==> src/rtl/misc_timer_unit.sv <==
// misc_timer_unit: prescaled free-running mtime, per-hart mtimecmp with timer irqs, display byte FIFO.
// Latency: write response and read data one cycle after the strobe; timer_irq one cycle after compare inputs.
// Backpressure: FIFO drains via disp_valid/disp_ready; a push into a full FIFO is dropped and sets overflow.
//
// Ports:
//   clk, rst                         clock, synchronous active-high reset
//   mem_wen/waddr/wdata/wmask        register write strobe, byte offset, data, byte enables
//   mem_bresp                        write response (OKAY=0, SLVERR=2), held until the next write
//   mem_ren/raddr                    register read strobe and byte offset
//   mem_rdata/mem_rresp              read data and response, held until the next read
//   timer_irq                        per-hart level timer interrupt (mtime >= mtimecmp[i])
//   disp_valid/disp_data/disp_ready  display FIFO head stream
//   misc_mtime/misc_display          cosim copies of mtime and the pushed-byte history
module misc_timer_unit #(
   parameter int unsigned DATA_WIDTH   = 64,
   parameter int unsigned ADDR_WIDTH   = 12,
   parameter int unsigned NUM_HARTS    = 4,
   parameter int unsigned FIFO_DEPTH   = 16,
   parameter logic [15:0] PRESCALE_RST = 16'd0
) (
   input  logic                    clk,
   input  logic                    rst,
   input  logic                    mem_wen,
   input  logic [ADDR_WIDTH-1:0]   mem_waddr,
   input  logic [DATA_WIDTH-1:0]   mem_wdata,
   input  logic [DATA_WIDTH/8-1:0] mem_wmask,
   output logic [1:0]              mem_bresp,
   input  logic                    mem_ren,
   input  logic [ADDR_WIDTH-1:0]   mem_raddr,
   output logic [DATA_WIDTH-1:0]   mem_rdata,
   output logic [1:0]              mem_rresp,
   output logic [NUM_HARTS-1:0]    timer_irq,
   output logic                    disp_valid,
   output logic [7:0]              disp_data,
   input  logic                    disp_ready,
   output logic [DATA_WIDTH-1:0]   misc_mtime,
   output logic [DATA_WIDTH-1:0]   misc_display
);
   localparam int unsigned NB = DATA_WIDTH / 8;
   localparam int unsigned PW = $clog2(FIFO_DEPTH);
   localparam int unsigned HW = (NUM_HARTS > 1) ? $clog2(NUM_HARTS) : 1;

   localparam logic [1:0] RESP_OKAY   = 2'd0;
   localparam logic [1:0] RESP_SLVERR = 2'd2;

   localparam logic [ADDR_WIDTH-1:0] OFF_MTIME    = ADDR_WIDTH'(32'h000);
   localparam logic [ADDR_WIDTH-1:0] OFF_PRESCALE = ADDR_WIDTH'(32'h008);
   localparam logic [ADDR_WIDTH-1:0] OFF_DISPLAY  = ADDR_WIDTH'(32'h010);
   localparam logic [ADDR_WIDTH-1:0] OFF_STATUS   = ADDR_WIDTH'(32'h018);
   localparam logic [ADDR_WIDTH-1:0] OFF_CMP_BASE = ADDR_WIDTH'(32'h100);
   localparam logic [ADDR_WIDTH-1:0] OFF_CMP_END  = ADDR_WIDTH'(32'h100 + 8 * NUM_HARTS);

   typedef enum logic [2:0] {
      SEL_ERR,
      SEL_MTIME,
      SEL_PRESCALE,
      SEL_DISPLAY,
      SEL_STATUS,
      SEL_CMP
   } sel_e;

   // Misaligned offsets and holes in the map both decode to SEL_ERR.
   function automatic sel_e decode_addr(input logic [ADDR_WIDTH-1:0] a);
      sel_e s;
      s = SEL_ERR;
      if (a[2:0] == 3'd0) begin
         if (a == OFF_MTIME)         s = SEL_MTIME;
         else if (a == OFF_PRESCALE) s = SEL_PRESCALE;
         else if (a == OFF_DISPLAY)  s = SEL_DISPLAY;
         else if (a == OFF_STATUS)   s = SEL_STATUS;
         else if ((a >= OFF_CMP_BASE) && (a < OFF_CMP_END)) s = SEL_CMP;
      end
      return s;
   endfunction

   // Only meaningful when decode_addr() returned SEL_CMP.
   function automatic logic [HW-1:0] cmp_index(input logic [ADDR_WIDTH-1:0] a);
      return HW'((a - OFF_CMP_BASE) >> 3);
   endfunction

   // Byte-lane merge: masked lanes take new data, the rest keep the old value.
   function automatic logic [DATA_WIDTH-1:0] merge_bytes(
      input logic [DATA_WIDTH-1:0] old_v,
      input logic [DATA_WIDTH-1:0] new_v,
      input logic [NB-1:0]         mask
   );
      logic [DATA_WIDTH-1:0] r;
      r = old_v;
      for (int b = 0; b < NB; b++) begin
         if (mask[b]) r[b*8 +: 8] = new_v[b*8 +: 8];
      end
      return r;
   endfunction

   // ---------------------------------------------------------------- state
   logic [DATA_WIDTH-1:0] mtime_q,    mtime_d;
   logic [15:0]           pscnt_q,    pscnt_d;
   logic [15:0]           prescale_q, prescale_d;
   logic [DATA_WIDTH-1:0] cmp_q [NUM_HARTS];
   logic [DATA_WIDTH-1:0] cmp_d [NUM_HARTS];
   logic [NUM_HARTS-1:0]  irq_q,      irq_d;
   logic [7:0]            fifo_mem_q [FIFO_DEPTH];
   logic [PW-1:0]         wptr_q,     wptr_d;
   logic [PW-1:0]         rptr_q,     rptr_d;
   logic [PW:0]           cnt_q,      cnt_d;
   logic                  ovf_q,      ovf_d;
   logic [DATA_WIDTH-1:0] hist_q,     hist_d;
   logic [1:0]            bresp_q,    bresp_d;
   logic [1:0]            rresp_q,    rresp_d;
   logic [DATA_WIDTH-1:0] rdata_q,    rdata_d;

   // ---------------------------------------------------------------- decode / control
   sel_e                  wsel;
   sel_e                  rsel;
   logic [HW-1:0]         widx;
   logic [HW-1:0]         ridx;
   logic                  tick;
   logic                  fifo_empty;
   logic                  fifo_full;
   logic                  pop;
   logic                  push_req;
   logic                  push_ok;
   logic                  ovf_set;
   logic [DATA_WIDTH-1:0] status_word;

   assign wsel = decode_addr(mem_waddr);
   assign rsel = decode_addr(mem_raddr);
   assign widx = cmp_index(mem_waddr);
   assign ridx = cmp_index(mem_raddr);

   assign tick       = (pscnt_q == prescale_q);
   assign fifo_empty = (cnt_q == '0);
   assign fifo_full  = (cnt_q == (PW+1)'(FIFO_DEPTH));
   assign pop        = !fifo_empty && disp_ready;
   assign push_req   = mem_wen && (wsel == SEL_DISPLAY) && mem_wmask[0];
   // A full FIFO still accepts a push when the head leaves in the same cycle.
   assign push_ok    = push_req && (!fifo_full || pop);
   assign ovf_set    = push_req && fifo_full && !pop;

   always_comb begin
      status_word       = '0;
      status_word[0]    = fifo_empty;
      status_word[1]    = fifo_full;
      status_word[2]    = ovf_q;
      status_word[15:8] = 8'(cnt_q);
   end

   // ---------------------------------------------------------------- next state
   always_comb begin
      mtime_d    = mtime_q;
      pscnt_d    = pscnt_q;
      prescale_d = prescale_q;
      cmp_d      = cmp_q;
      irq_d      = '0;
      wptr_d     = wptr_q;
      rptr_d     = rptr_q;
      cnt_d      = cnt_q;
      ovf_d      = ovf_q;
      hist_d     = hist_q;
      bresp_d    = bresp_q;
      rresp_d    = rresp_q;
      rdata_d    = rdata_q;

      // Prescaler and tick; a register write below may override both.
      if (tick) begin
         pscnt_d = '0;
         mtime_d = mtime_q + 1'b1;
      end else begin
         pscnt_d = pscnt_q + 16'd1;
      end

      // Compare uses the registered values, so irq lags writes/ticks by a cycle.
      for (int i = 0; i < NUM_HARTS; i++) begin
         irq_d[i] = (mtime_q >= cmp_q[i]);
      end

      if (mem_wen) begin
         bresp_d = (wsel == SEL_ERR) ? RESP_SLVERR : RESP_OKAY;
         case (wsel)
            SEL_MTIME: begin
               // Write wins over a same-cycle tick: merge onto the old value.
               mtime_d = merge_bytes(mtime_q, mem_wdata, mem_wmask);
            end
            SEL_PRESCALE: begin
               prescale_d = 16'(merge_bytes(DATA_WIDTH'(prescale_q), mem_wdata, mem_wmask));
               pscnt_d    = '0;
            end
            SEL_STATUS: begin
               if (mem_wmask[0] && mem_wdata[2]) ovf_d = 1'b0;
            end
            SEL_CMP: begin
               cmp_d[widx] = merge_bytes(cmp_q[widx], mem_wdata, mem_wmask);
            end
            default: ;
         endcase
      end

      // Display FIFO bookkeeping; set of overflow takes priority over W1C.
      if (push_ok) begin
         wptr_d = wptr_q + 1'b1;
         hist_d = {hist_q[DATA_WIDTH-9:0], mem_wdata[7:0]};
      end
      if (pop) begin
         rptr_d = rptr_q + 1'b1;
      end
      case ({push_ok, pop})
         2'b10:   cnt_d = cnt_q + 1'b1;
         2'b01:   cnt_d = cnt_q - 1'b1;
         default: cnt_d = cnt_q;
      endcase
      if (ovf_set) ovf_d = 1'b1;

      if (mem_ren) begin
         rresp_d = RESP_OKAY;
         case (rsel)
            SEL_MTIME:    rdata_d = mtime_q;
            SEL_PRESCALE: rdata_d = DATA_WIDTH'(prescale_q);
            SEL_DISPLAY:  rdata_d = hist_q;
            SEL_STATUS:   rdata_d = status_word;
            SEL_CMP:      rdata_d = cmp_q[ridx];
            default: begin
               rdata_d = '1;
               rresp_d = RESP_SLVERR;
            end
         endcase
      end
   end

   // ---------------------------------------------------------------- registers
   always_ff @(posedge clk) begin
      if (rst) begin
         mtime_q    <= '0;
         pscnt_q    <= '0;
         prescale_q <= PRESCALE_RST;
         for (int i = 0; i < NUM_HARTS; i++) cmp_q[i] <= '1;
         irq_q      <= '0;
         wptr_q     <= '0;
         rptr_q     <= '0;
         cnt_q      <= '0;
         ovf_q      <= 1'b0;
         hist_q     <= '0;
         bresp_q    <= RESP_OKAY;
         rresp_q    <= RESP_OKAY;
         rdata_q    <= '0;
      end else begin
         mtime_q    <= mtime_d;
         pscnt_q    <= pscnt_d;
         prescale_q <= prescale_d;
         cmp_q      <= cmp_d;
         irq_q      <= irq_d;
         wptr_q     <= wptr_d;
         rptr_q     <= rptr_d;
         cnt_q      <= cnt_d;
         ovf_q      <= ovf_d;
         hist_q     <= hist_d;
         bresp_q    <= bresp_d;
         rresp_q    <= rresp_d;
         rdata_q    <= rdata_d;
      end
   end

   // Storage needs no reset: pointers and count define what is valid.
   always_ff @(posedge clk) begin
      if (push_ok && !rst) fifo_mem_q[wptr_q] <= mem_wdata[7:0];
   end

   // ---------------------------------------------------------------- outputs
   assign mem_bresp    = bresp_q;
   assign mem_rresp    = rresp_q;
   assign mem_rdata    = rdata_q;
   assign timer_irq    = irq_q;
   assign disp_valid   = !fifo_empty;
   assign disp_data    = fifo_empty ? 8'h00 : fifo_mem_q[rptr_q];
   assign misc_mtime   = mtime_q;
   assign misc_display = hist_q;

endmodule
==> config.mk <==
export PLATFORM = sky130hd
export DESIGN_NAME = misc_timer_unit
export DESIGN_NICKNAME = d
export VERILOG_FILES = /design/src/rtl/misc_timer_unit.sv
export SDC_FILE = /design/constraint.sdc
export NUM_CORES = 2
export LEC_CHECK = 0
export BUFFER_PORTS_ARGS = -buffer_cell sky130_fd_sc_hd__buf_2
export CAP_MARGIN = 20
export CELL_PAD_IN_SITES_DETAIL_PLACEMENT = 1
export CELL_PAD_IN_SITES_GLOBAL_PLACEMENT = 1
export CORE_MARGIN = 2
export CORE_UTILIZATION = 43
export CTS_CLUSTER_SIZE = 14
export DETAILED_ROUTE_END_ITERATION = 10
export GPL_TIMING_DRIVEN = 0
export PLACE_DENSITY = 0.84
export SYNTH_ARGS = -nofsm -noshare
export SYNTH_HDL_FRONTEND = slang
export SYNTH_SLANG_ARGS = --single-unit
==> constraint.sdc <==
create_clock -name clk -period 2.5 [get_ports clk]
set_input_delay 0.375 -clock clk [delete_from_list [all_inputs] [get_ports clk]]
set_output_delay 0.375 -clock clk [all_outputs]
set_load 0.01 [all_outputs]
; Word level (Yosys, flattened, before mapping)
; Memories as Yosys holds them, arrays and structs flattened. A register that Yosys moved wholly into a read port is not among the register bits.
; Index checks and enable logic that the tools add are counted.
[totals]
regBits = 502
ramBits = 128
input_bits = 101
elab_cells = 177
mem_count = 1
[classes]
add_sub_neg = 8
n_lt_le_gt_ge = 11
n_eq_ne = 28
muxes = 72
bitwise = 2
n_reduce_logical = 31
[memory_table]
columns = name, words, word_bits, rd, rd_ports_with_merged_regs, write_ports, line_no
row1 = fifo_mem_q, 16, 8, 1, 1, 1, 102  ; logic [7:0] fifo_mem_q [FIFO_DEPTH];
[op_table]
columns = cell, n
row1 = 64-bit 2-to-1 mux, 8
row2 = 64-bit case mux with 5 select lines, 1
row3 = 8-bit 2-to-1 mux, 33
row4 = 64-bit binary-select mux with 2-bit select, 2
row5 = 256-bit bitwise mux, 1
row6 = 64-bit greater-or-equal comparator, 4
row7 = 64-bit demux with 2-bit select, 1
row8 = 64-bit by 1-bit adder with 64-bit output (second input constant), 1
row9 = 12-bit by 5-bit == test with 1-bit output (second input constant), 4
row10 = 16-bit 2-to-1 mux, 3
row11 = 3-bit 2-to-1 mux, 12
row12 = 12-bit by 4-bit == test with 1-bit output (second input constant), 2
row13 = 12-bit by 9-bit greater-or-equal comparator with 1-bit output (second input constant), 2
row14 = 12-bit logical NOT, 2
row15 = 12-bit by 9-bit less-than comparator with 1-bit output (second input constant), 2
row16 = 3-bit inequality test (second input constant), 8
row17 = 16-bit by 1-bit adder with 16-bit output (second input constant), 1
row18 = 16-bit == test, 1
row19 = 5-bit by 1-bit subtractor with 5-bit output (second input constant), 3
row20 = 3-bit by 2-bit == test with 1-bit output (second input constant), 4
row21 = 3-bit == test (second input constant), 4
row22 = 1-bit logical AND, 11
row23 = 5-bit case mux with 2 select lines, 1
row24 = 3-bit logical NOT, 3
row25 = other kinds (19), 38

; Depth between registers and ports, before layout
[depth]
ltp_word = 15
ltp_mapped = 12
depth_no_buf = 11

; Worst setup path after synthesis
; OpenSTA, ideal clock, no wires.
[synth_path]
kind = input port to flip-flop
startpoint = input mem_waddr[1]
endpoint = memory fifo_mem_q[3][0], enable pin
setup_time_ps = 383
arrival_ps = 2199
setup_slack_ps = -83
path_stages = 5
n_path_buf = 0
cell_sequence = nor4b_2 nand4b_1 nor4_2 nand3_1 nor3_1
[synth_via]
elab_chain_cells = 15
word_cells_on_any_way = 21
[synth_lines]
columns = element, line_no
row1 = start: declaration, 24  ; input logic [ADDR_WIDTH-1:0] mem_waddr,
row2 = 12-bit by 9-bit greater-or-equal comparator with 1-bit output or 12-bit by 9-bit less-than comparator with 1-bit output (tied branches), 71  ; else if ((a >= OFF_CMP_BASE) && (a < OFF_CMP_END)) s = SEL_CMP;
row3 = 1-bit logical AND, 71
row4 = 3-bit 2-to-1 mux, 71
row5 = 3-bit 2-to-1 mux, 70  ; else if (a == OFF_STATUS) s = SEL_STATUS;
row6 = 3-bit 2-to-1 mux, 69  ; else if (a == OFF_DISPLAY) s = SEL_DISPLAY;
row7 = 3-bit 2-to-1 mux, 68  ; else if (a == OFF_PRESCALE) s = SEL_PRESCALE;
row8 = 3-bit 2-to-1 mux, 67  ; if (a == OFF_MTIME) s = SEL_MTIME;
row9 = 3-bit 2-to-1 mux (*), 66  ; if (a[2:0] == 3'd0) begin
row10 = 3-bit by 2-bit == test with 1-bit output (*), 135  ; assign push_req = mem_wen && (wsel == SEL_DISPLAY) && mem_wmask[0];
row11 = 1-bit logical AND (*) (2 in series), 135
row12 = 1-bit logical AND (*), 137  ; assign push_ok = push_req && (!fifo_full || pop);
row13 = 1-bit logical AND (*), 264  ; if (push_ok && !rst) fifo_mem_q[wptr_q] <= mem_wdata[7:0];
row14 = 1-bit 2-to-1 mux (*), 264
row15 = 1-bit 2-to-1 mux (implied by the code) (*), 264
row16 = end: declaration, 102
; Mark *: on every way between the ends. The rest lies on a longest branch, timed or not.

==> summary.md <==
| Metric | Value |
|---|---|
| VDD IR-drop max | 464.2 uV |
| Area grow syn2layout | 22.29% |
| Vias in the first global route | 35390 |
| Tot Pwr | 24.62 mW |
| Std cell rows | 104 |
| Max-cap violation count | 0 |
| Top cells by area, synth | dfxtp_1, edfxtp_1, mux4_2 |
| Part of the power in registers | 43.3% |
| Post-synth EDFFs | 128 |
| Routed vias/inst | 6.791 |
| DRC errors left | 0 |
| Drt pass-1 iters | 9 |
| Yosys top cell by area | dfxtp_1 |
| Worst hold-check path type | in -> reg |
| Clock power frac | 45.6% |
| Post-synth ARST share | 0% |
| GPL Wtd Cong | 0.9594 |
| Starting Density | 43.58% |
| IO buf count | 299 |
| R2R cell count | 9 |
| Worst-skew pair later-pin latency | 660 ps |
| Wire per inst | 31.92 um |
| Critical path arrival | 2580 ps |
| Final wirelength | 168.2 mm |
| # clock sinks | 632 |
| P_sw | about 6.7 mW |
| Commonest cells after routing, fill and taps aside | nand2_1, dfxtp_1, buf_2 |
| Clk_skew | 40.34 ps |
| #FFs+latches synth | 632 |
| Least-Margin Pin Slew | around 1300 ps |
| Sequential cell area | 14180 um2 |
| Global-route wire length before repair | 234.9 mm |
| Layout cell share with drive strength beyond 1 | 24.97% |
| Top cell type's share of synthesized area | between 20% and 30% |
| Final setup fails | 94 |
| Overall Global Routing Usage | a little under two fifths |
| Number of fill cells | 9013 |
| Final instance area | between 40000 and 50000 um2 |
| Syn avg cell area | roughly 9.6 um2 |
| Final WS setup | -454.3 ps |
| Hold path depth | 3 |
| Largest net degree at the start of global routing | 22 |
| Status | complete, but fails checks |
| Synthesized instance count | about 3700 |
| TritonCTS clock tree | done |
| YS warnings | 0 |
| CP endpoint kind | output port |
| Synth unique cells | 90 |
| Die width | 289.9 um |
| Std-Cell Core Area | 80680 um2 |
| Dpl cells | just over 5000 |
| Leak pwr | 20.67 nW |
| Clock buffer depth | 3 |
| CTS H-tree depth | 3 |
| CTS root buffer | clkbuf_16 |
| Cts bufs inserted | 73 |
| Synth Flop Type | dfxtp_1 |
| Placed cell area | 38110 um2 |
| Initial antenna violation count | 14 |
| Cell Count, Final, Fillers Out | around 5300 |
| Iter 0 DRT Violations | 4654 |
| Slew Viols, Final | 0 |
| Die Ht | between 200 and 300 um |
| Internal | 17.96 mW |
| Multi-input logic area | 20260 um2 |
| RSZ-0062 raised after global routing | yes |
| Hold-fix buffers at CTS | 0 |
| Die ar. | 84060 um2 |
| HPWL Detailed | 117.9 mm |
| Combinational Power Share | between 10% and 20% |
| Post-synthesis sequential area ratio | 39.63% |
| Max FO, Critical Path | 10 |
| DRT antenna net count | 0 |
| Remaining Overflow, GRT | 0 |
| Slew HR | roughly an eighth |
| Clock transition at path regs | 60 ps |
| Hold Vio Cnt, Final | 0 |
| Nets | ~4500 |
| Netlist Area Pre-Place | roughly 35000 um2 |
| Sw Ratio | 27.05% |
| IO Count | 310 |
| Final period util | 118.2% |
| Critical path class | reg -> out |
| Crit path launch type | flip-flop |
| Post-Place Worst Slack | -1511 ps |
| PD cells | 572.7 nW/um2 |
| Commonest non-fill, non-tap cell in the layout | nand2_1 |
| Fmax | 338.5 MHz |
| Vias after detailed routing | between 30000 and 40000 |
| Failing checks | setup timing |
| Post-route minimum period | roughly 3000 ps |
| Worst Path Required | 2120 ps |
## kinds of logic after synthesis
| group | Yosys count | share of synthesized area (%) |
|---|---|---|
| simple gates | 1075 | 14.19 |
| compound gates | 884 | 17.00 |
| flops | 632 | 39.63 |
| buf+inv | 511 | 5.648 |
| fa+ha+maj | 265 | 9.431 |
| mux | 245 | 13.00 |
| xor+xnor | 44 | 1.096 |
| other cells | 1 | 0.01067 |
## flip-flops by register name, summed over array words and instances, names as in the netlist, named ones only
signal / flops
cmp_q: 256
fifo_mem_q: 128
mem_rdata: 64
misc_display: 64
misc_mtime: 64
prescale_q: 16
pscnt_q: 16
cnt_q: 5
rptr_q: 4
timer_irq: 4
wptr_q: 4
mem_bresp: 1
mem_rresp: 1
ovf_q: 1
## timing repair
item	in CTS	in global routing
setup buffers	29	77
resized for setup	249	249
endpoints found under the setup margin	587	428
pin swaps	32	77
## critical path: stages (launching register included)
cell	delay, ps
dfxtp_4	420
buf_12	170
mux4_2	540
mux4_2	490
nor2b_1	170
buf_2	140
## power groups by stage
stage          logic [mW]  registers, mW  clock network, mW
6_report             2.74           10.7               11.2
5_1_grt              2.85           10.7               11.6
4_1_cts              2.60           10.7               11.2
3_5_place_dp         2.37           10.9                  0
3_3_place_gp         2.30           10.9                  0
2_1_floorplan        1.35           10.9                  0
## synthesized netlist by cell type (8+ instances only)
cell type and n:
a211oi_1 85, or3_1 15, a21oi_1 249, nor2b_1 22, o21ai_0 58, a221oi_1 10, nor4_1 21, and2_1 9
a21o_1 40, a31oi_1 23, and4_1 10, and3_1 28, nand2b_1 11, xnor2_1 11, o211ai_1 265, mux4_2 168
dfxtp_1 504, nand2_1 509, clkbuf_1 191, inv_1 264, buf_2 36, a22oi_1 47, nand3_1 77, a2111oi_0 8
nor3_1 51, nand4_1 64, ha_1 265, buf_1 15, mux2i_1 68, o21a_1 10, nor2_1 212, a222oi_1 11
edfxtp_1 128, xor2_1 33
## path summary, 6_finish.rpt
| kind | start | slack (ps) | end |
|---|---|---|---|
| setup / recovery | flip-flop | -450 | disp_data[7] |
| hold / removal | mem_wdata[9] | 40 | prescale_q[9] |
| hold reg to reg | misc_display[63] | 480 | misc_display[63] |
| setup reg to reg | cmp_q[233] | -210 | timer_irq[0] |
## metrics by stage
stage / hold slack [ps] / TNS, ps / util (%)
floorplan: 447.0 / -1296 / -
global placement: 463.8 / -712070 / 47.09
detailed placement: 471.1 / -602100 / 47.24
CTS: 15.07 / -3755 / 51.53
global route: 50.70 / -13640 / 53.27
finish: 35.35 / -8228 / 53.29
## layout make-up
type,instances,share of cell area (%)
multi-input cells,2515,47.13
inverters,265,2.325
flip-flops and latches,632,32.99
repair buffers,415,5.966
clock inverters,33,0.7887
diodes,9,0.05238
well taps,1060,3.085
plain buffers,240,2.791
clock buffers,101,4.869
## routing by layer
layer	track usage, %	routed length, um
met3	9.926	21070
met2	57.01	72590
met5	0	127
met1	45.38	59920
met4	26.45	14490
Power figures use the tool's default switching activity.
